**src/rtl/addsub_pipe.sv**
```systemverilog
// Two-stage valid/ready add-then-subtract engine with an accumulate mode.
// S1 holds the operand sum; S2 subtracts, owns the accumulator and holds the outputs.
module addsub_pipe #(
    parameter int WIDTH = 16
) (
    input  logic             clk,
    input  logic             rst_n,
    input  logic             in_valid,
    output logic             in_ready,
    input  logic             mode,
    input  logic [WIDTH-1:0] a,
    input  logic [WIDTH-1:0] b,
    input  logic [WIDTH-1:0] c,
    input  logic             acc_clr,
    output logic             out_valid,
    input  logic             out_ready,
    output logic [WIDTH-1:0] result,
    output logic             carry,
    output logic             borrow
);

    typedef enum logic {
        ADDSUB = 1'b0,
        ACCUM  = 1'b1
    } mode_e;

    logic             s1_valid;
    logic [WIDTH:0]   s1_sum;
    logic [WIDTH-1:0] s1_c;
    mode_e            s1_mode;
    logic [WIDTH-1:0] acc;

    logic             s2_en;
    logic             accept;
    logic [WIDTH-1:0] acc_eff;
    logic [WIDTH:0]   t;
    logic [WIDTH-1:0] nxt_result;
    logic             nxt_carry;
    logic             nxt_borrow;

    always_comb begin
        s2_en    = s1_valid && (!out_valid || out_ready);
        in_ready = !s1_valid || s2_en;
        accept   = in_valid && in_ready;
    end

    always_ff @(posedge clk or negedge rst_n) begin
        if (!rst_n) begin
            s1_valid <= 1'b0;
            s1_sum   <= '0;
            s1_c     <= '0;
            s1_mode  <= ADDSUB;
        end else if (accept) begin
            s1_valid <= 1'b1;
            s1_sum   <= (mode_e'(mode) == ACCUM) ? {1'b0, a} : ({1'b0, a} + {1'b0, b});
            s1_c     <= c;
            s1_mode  <= mode_e'(mode);
        end else if (s2_en) begin
            s1_valid <= 1'b0;
        end
    end

    // Low WIDTH bits of the difference equal the WIDTH+2-bit difference modulo 2^WIDTH;
    // the sign is taken from the unsigned compare instead.
    always_comb begin
        acc_eff    = acc_clr ? '0 : acc;
        t          = (s1_mode == ACCUM) ? ({1'b0, acc_eff} + {1'b0, s1_sum[WIDTH-1:0]}) : s1_sum;
        nxt_result = t[WIDTH-1:0] - s1_c;
        nxt_carry  = t[WIDTH];
        nxt_borrow = t < {1'b0, s1_c};
    end

    always_ff @(posedge clk or negedge rst_n) begin
        if (!rst_n) begin
            out_valid <= 1'b0;
            result    <= '0;
            carry     <= 1'b0;
            borrow    <= 1'b0;
        end else if (s2_en) begin
            out_valid <= 1'b1;
            result    <= nxt_result;
            carry     <= nxt_carry;
            borrow    <= nxt_borrow;
        end else if (out_ready) begin
            out_valid <= 1'b0;
        end
    end

    always_ff @(posedge clk or negedge rst_n) begin
        if (!rst_n) begin
            acc <= '0;
        end else if (s2_en && s1_mode == ACCUM) begin
            acc <= nxt_result;
        end else if (acc_clr) begin
            acc <= '0;
        end
    end

endmodule

```
**config.mk**
```make
export PLATFORM = sky130hd
export DESIGN_NAME = addsub_pipe
export DESIGN_NICKNAME = d
export VERILOG_FILES = /design/src/rtl/addsub_pipe.sv
export SDC_FILE = /design/constraint.sdc
export NUM_CORES = 1
export LEC_CHECK = 0
export BUFFER_PORTS_ARGS = -buffer_cell sky130_fd_sc_hd__buf_2
export CELL_PAD_IN_SITES_DETAIL_PLACEMENT = 1
export CELL_PAD_IN_SITES_GLOBAL_PLACEMENT = 1
export CORE_MARGIN = 3
export CORE_UTILIZATION = 48
export CTS_CLUSTER_SIZE = 30
export DETAILED_ROUTE_END_ITERATION = 10
export PLACE_DENSITY = 0.91
export SKIP_CTS_REPAIR_TIMING = 1
export SLEW_MARGIN = 20
export SYNTH_ARGS = -nofsm -noshare
export SYNTH_HDL_FRONTEND = slang
export SYNTH_SLANG_ARGS = --single-unit
```
**constraint.sdc**
```tcl
create_clock -name clk -period 6.7 [get_ports clk]
set_clock_uncertainty 0.2 [all_clocks]
set_input_delay 0.335 -clock clk [delete_from_list [all_inputs] [get_ports clk]]
set_output_delay 0.335 -clock clk [all_outputs]
set_load 0.03 [all_outputs]
```
# ---- After elaboration in Yosys (flattened, before gate mapping)
# Index checks and enable logic that the tools add are counted.
dict set report classes {
  reduce_logical 9
  n_mux 8
  addsub 3
  order_cmp 1
}
# operator n
set op_table {}
lappend op_table {{adder 16 x 16 -> 17 bit} 2}
lappend op_table {{2-to-1 mux 17 bit} 2}
lappend op_table {{2-to-1 mux 16 bit} 2}
lappend op_table {{less-than comparator 17 x 16 -> 1 bit} 1}
lappend op_table {{subtractor 16 bit} 1}
lappend op_table {{2-to-1 mux 1 bit} 4}
lappend op_table {{nonzero test 2 bit} 2}
lappend op_table {{logical AND 1 bit} 3}
lappend op_table {{logical NOT 1 bit} 2}
lappend op_table {{logical OR 1 bit} 2}
dict set report totals {
  register_bits 70
  word_cells 30
  output_inout_bits 20
}

# ---- Longest topological paths before layout
dict set report depth {
  ltp_word 6
  mapped_depth 20
}

# ---- Worst setup path after synthesis
# No wires, ideal clock.
dict set report synth_path {
  kind {input to register}
  start {input acc_clr}
  end {register result[15]}
  path_stages 20
  arrival_time_ns 4.092
  path_slack_ns 2.325
  setup_ns 0.083
  path_buffers 1
  cell_sequence {clkbuf_1 > nor2b_1 > ha_1 > inv_1 > fa_1 > nor2b_4 > o31a_1 > or4_4 > a211oi_2 > o21ai_1 > xor2_1 > mux2_4 > ha_1 > a21o_1 > a21o_1 > a21o_1 > a21oi_1 > o22ai_1 > or2_2 > o21ai_0}
}
dict set report synth_between {
  elab_chain_len 4
}
# item line_no
set synth_lines {}
lappend synth_lines {{from (decl)} 14} ;# input logic acc_clr,
lappend synth_lines {{2-to-1 mux 16 bit} -}
lappend synth_lines {{adder 16 x 16 -> 17 bit} 67} ;# t = (s1_mode == ACCUM) ? ({1'b0, acc_eff} + {1'b0, s1_sum[WIDTH-1:0]}) : s1_sum;
lappend synth_lines {{2-to-1 mux 17 bit} 67}
lappend synth_lines {{subtractor 16 bit} 68} ;# nxt_result = t[WIDTH-1:0] - s1_c;
lappend synth_lines {{to (signal assigned)} 81} ;# result <= nxt_result;
lappend synth_lines {{to (decl)} 17} ;# output logic [WIDTH-1:0] result,
# No other way between the ends.
# A chain may end at the register's enable or synchronous reset.

# ---- Worst setup path after layout
dict set report layout_path {
  start {register acc[0]}
  end {register result[15]}
}
dict set report layout_between {
  elab_chain_len 4
}
# item line_no
set layout_lines {}
lappend layout_lines {{from (decl)} 31} ;# logic [WIDTH-1:0] acc;
lappend layout_lines {{from (signal assigned)} 93} ;# acc <= nxt_result;
lappend layout_lines {{2-to-1 mux 16 bit} -}
lappend layout_lines {{adder 16 x 16 -> 17 bit} 67}
lappend layout_lines {{2-to-1 mux 17 bit} 67}
lappend layout_lines {{subtractor 16 bit} 68}
# No other way between the ends.

==> results.py <==
metrics = {
    "status": {
        "status": "finished with violations",
        "violations": "hold timing",
    },
    "grt": {
        "grt_pass1_wl_mm": 22.7,
        "overflow": 0,
        "grt_max_degree": 71,
        "globalRouteTotalUtil": 0.242,
        "grt_pass1_vias": 4731,
        "antenna_found_initial": 0,
    },
    "timing": {
        "slew_violations": 0,
        "setup_tns_ps": 0,
        "min_period_ps": 4550,
        "hold_viol": 40,
        "timing.hold.ws_ps": -27.0,
        "setup_viol": 0,
        "rsz0062_at_grt": "no",
        "relSlewSlack": 0.398,
        "fmax_ghz": 0.220,
        "worst_slew_pin_slew_ps": 902,
        "period_share": 0.679,
    },
    "cts": {
        "cts_max_path_buffers": 2,
        "clock-sinks": 70,
        "cts-root-buf": "clkbuf_8",
        "htree_levels": 3,
        "clk_pin_slew_ps": 70,
        "cts_tree": "built",
        "clk_latency_ps": 360,
        "cts-buffers-inserted": 9,
    },
    "die": {
        "start_util": 0.499,
        "die_w_um": 110,
        "die-area_sq_um": 12100,
        "row_count": 37,
        "core_area_sq_um": 10400,
        "io_pins": 74,
        "die_h_um": 110,
    },
    "setup_path": {
        "cp.arrival_ps": 4620,
        "crit_path_max_incr_delay_ps": 460,
        "startpoint_type": "flip-flop",
        "path_class": "flip-flop to flip-flop",
        "crit_chain": "nor2b_1 -> ha_1 -> inv_1 -> fa_1 -> nor2b_4 -> o31a_1 -> or4_4 -> a211oi_2 -> o21ai_1 -> xor2_1 -> mux2_4 -> ha_1 -> a21o_1 -> a21o_1 -> a21o_1 -> a21oi_1 -> o22ai_1 -> or2_2 -> o21ai_0",
        "path_common_cell": "a21o_1",
        "cp_slowest_cell": "or4_4",
        "worstPathMaxFanout": 5,
        "crit_path_end_kind": "flip-flop",
        "cp_data_required_time_ps": 6770,
        "worstRegToRegCells": 19,
    },
    "power": {
        "clockPowerShare": 0.139,
        "ir_worst_vdd_v": 0.000171,
        "internal-power_uw": 1190,
        "powerDensity_nw_per_um2": 360,
        "p_switching_uw": 909,
        "p_seq_frac": 0.297,
        "p_sw_frac": 0.432,
        "power_leakage_uw": 0.00279,
        "combPwrFrac": 0.564,
    },
    "detailed_routing": {
        "num_vias": 4314,
        "wl_mm": 13.9,
        "ant_nets": 0,
        "viasPerCell": 5.75,
        "drt_iter0_markers": 145,
        "post_drt_wl_per_cell_um": 18.6,
        "drc": 0,
        "firstDrtPassIters": 4,
    },
    "layout": {
        "final_cell_mix": "73 x buf_2, 70 x dfrtp_1, 51 x nand2_1, 49 x mux2_2, 48 x ha_1",
        "final_common_cell": "buf_2",
        "drive_above_1_share": 0.244,
        "area_growth_pct": 12.3,
        "nets": 716,
        "final_core_util": 0.560,
        "antenna_cells": 0,
    },
    "place": {
        "place.gp.congestion": 0.889,
        "numPortBuffers": 73,
        "dp_hpwl_mm": 10.7,
    },
    "synthesis": {
        "syn_avg_cell_area_sq_um": 9.57,
        "yosysWarnings": 0,
        "synth_fp_nets": 648,
        "synth.yosys.seq_area_share": 0.337,
        "syn-instance-count": 543,
        "syn-cell-area_sq_um": 5200,
        "synth_edf_count": 0,
        "synth.distinct_cells": 55,
        "synthFlopType": "dfrtp_1",
        "ys_ff_latch": 70,
        "async_flop_share": 1.00,
    },
    "run": {
        "maxCapViolCount": 0,
    },
    "min_path": {
        "hp-class": "input port to asynchronous set/reset pin",
    },
}
## power groups by stage
stage               combinational [uW]  sequential (uW)  clock, uW
floorplan                          769              715          0
finish                            1190              625        291
detailed placement                1170              631          0
CTS                               1180              625        296
global route                      1300              640        314
global placement                  1100              620          0
## area by class of cell
class	count	area (sq um)
clock buffers	12	145
clock inverters	2	10.0
fillers	1235	4580
inverters	29	109
multi-input cells	426	3270
flip-flops and latches	70	1750
well taps	136	170
repair buffers	75	380
## cell families (layout without fill, tap and decap cells)
kind of cell | count (synthesis) | after routing | share of synthesized area
AOI/OAI and AO/OA | 149 | 149 | 0.190
xor gates and xnor gates | 34 | 34 | 0.0573
adders and majority gates | 51 | 51 | 0.127
buffers and inverters | 47 | 118 | 0.0356
DFF | 70 | 70 | 0.337
muxes | 60 | 60 | 0.128
and+or+nand+nor | 132 | 132 | 0.124
## final timing paths
| path | from | to | slack [ps] |
|---|---|---|---|
| max | acc[0]$_DFF_PN0_ | result[15]$_DFFE_PN0P_ | 2150 |
| min | rst_n | s1_c[11]$_DFFE_PN0P_ | -30 |
| max reg2reg | acc[0]$_DFF_PN0_ | result[15]$_DFFE_PN0P_ | 2150 |
| min reg2reg | result[10]$_DFFE_PN0P_ | result[10]$_DFFE_PN0P_ | 290 |
| max in group asynchronous | rst_n | acc[10]$_DFF_PN0_ | 5740 |
| min in group clk | c[15] | s1_c[15]$_DFFE_PN0P_ | 0 |
## cell usage after synthesis (8+ instances only)
library cell / number / area [sq um]
a211oi_1: 9 / 67.6
nand2b_1: 9 / 56.3
o211ai_1: 8 / 60.1
a21o_1: 12 / 90.1
ha_1: 48 / 601
nor3_1: 8 / 40.0
nor2b_1: 20 / 125
dfrtp_1: 70 / 1750
o21a_1: 11 / 82.6
nand2_1: 52 / 195
mux2i_1: 10 / 100
o21ai_0: 35 / 175
mux2_2: 49 / 552
nor2_1: 21 / 78.8
xnor2_1: 24 / 210
inv_1: 29 / 109
clkbuf_1: 13 / 48.8
xor2_1: 10 / 87.6
a21oi_1: 36 / 180
## sequential cells by signal, summed over array words and instances (netlist names)
| name | count |
|---|---|
| s1_sum | 17 |
| acc | 16 |
| result | 16 |
| out_valid | 1 |
| carry | 1 |
| s1_valid | 1 |
| s1_c | 16 |
| borrow | 1 |
| s1_mode | 1 |
## worst max-delay path, delay by kind of cell, from the launching register on
family | cells | cell delay [ps]
muxes | 1 | 260
adders and majority gates | 3 | 810
and+or+nand+nor | 4 | 960
xor gates and xnor gates | 1 | 150
AOI/OAI and AO/OA | 9 | 1640
DFF | 1 | 360
buffers and inverters | 1 | 70
## per-layer routing
layer | GRT usage | wire (um)
met5 | 0 | 0
met4 | 0.0988 | 284
met3 | 0.0285 | 486
met2 | 0.422 | 7000
met1 | 0.303 | 6160
## stage by stage
step	hold slack, ps	area [sq um]	setup WS, ps	std cells	power (uW)
floorplan	-161	5200	2320	543	1480
global placement	262	5670	2070	736	1720
detailed placement	273	5670	1870	736	1800
CTS	-2.96	5830	2160	750	2110
global route	3.34	5840	1890	750	2250
finish	-27.0	5840	2150	750	2100
Note: power is estimated with default switching activity, not from simulation.
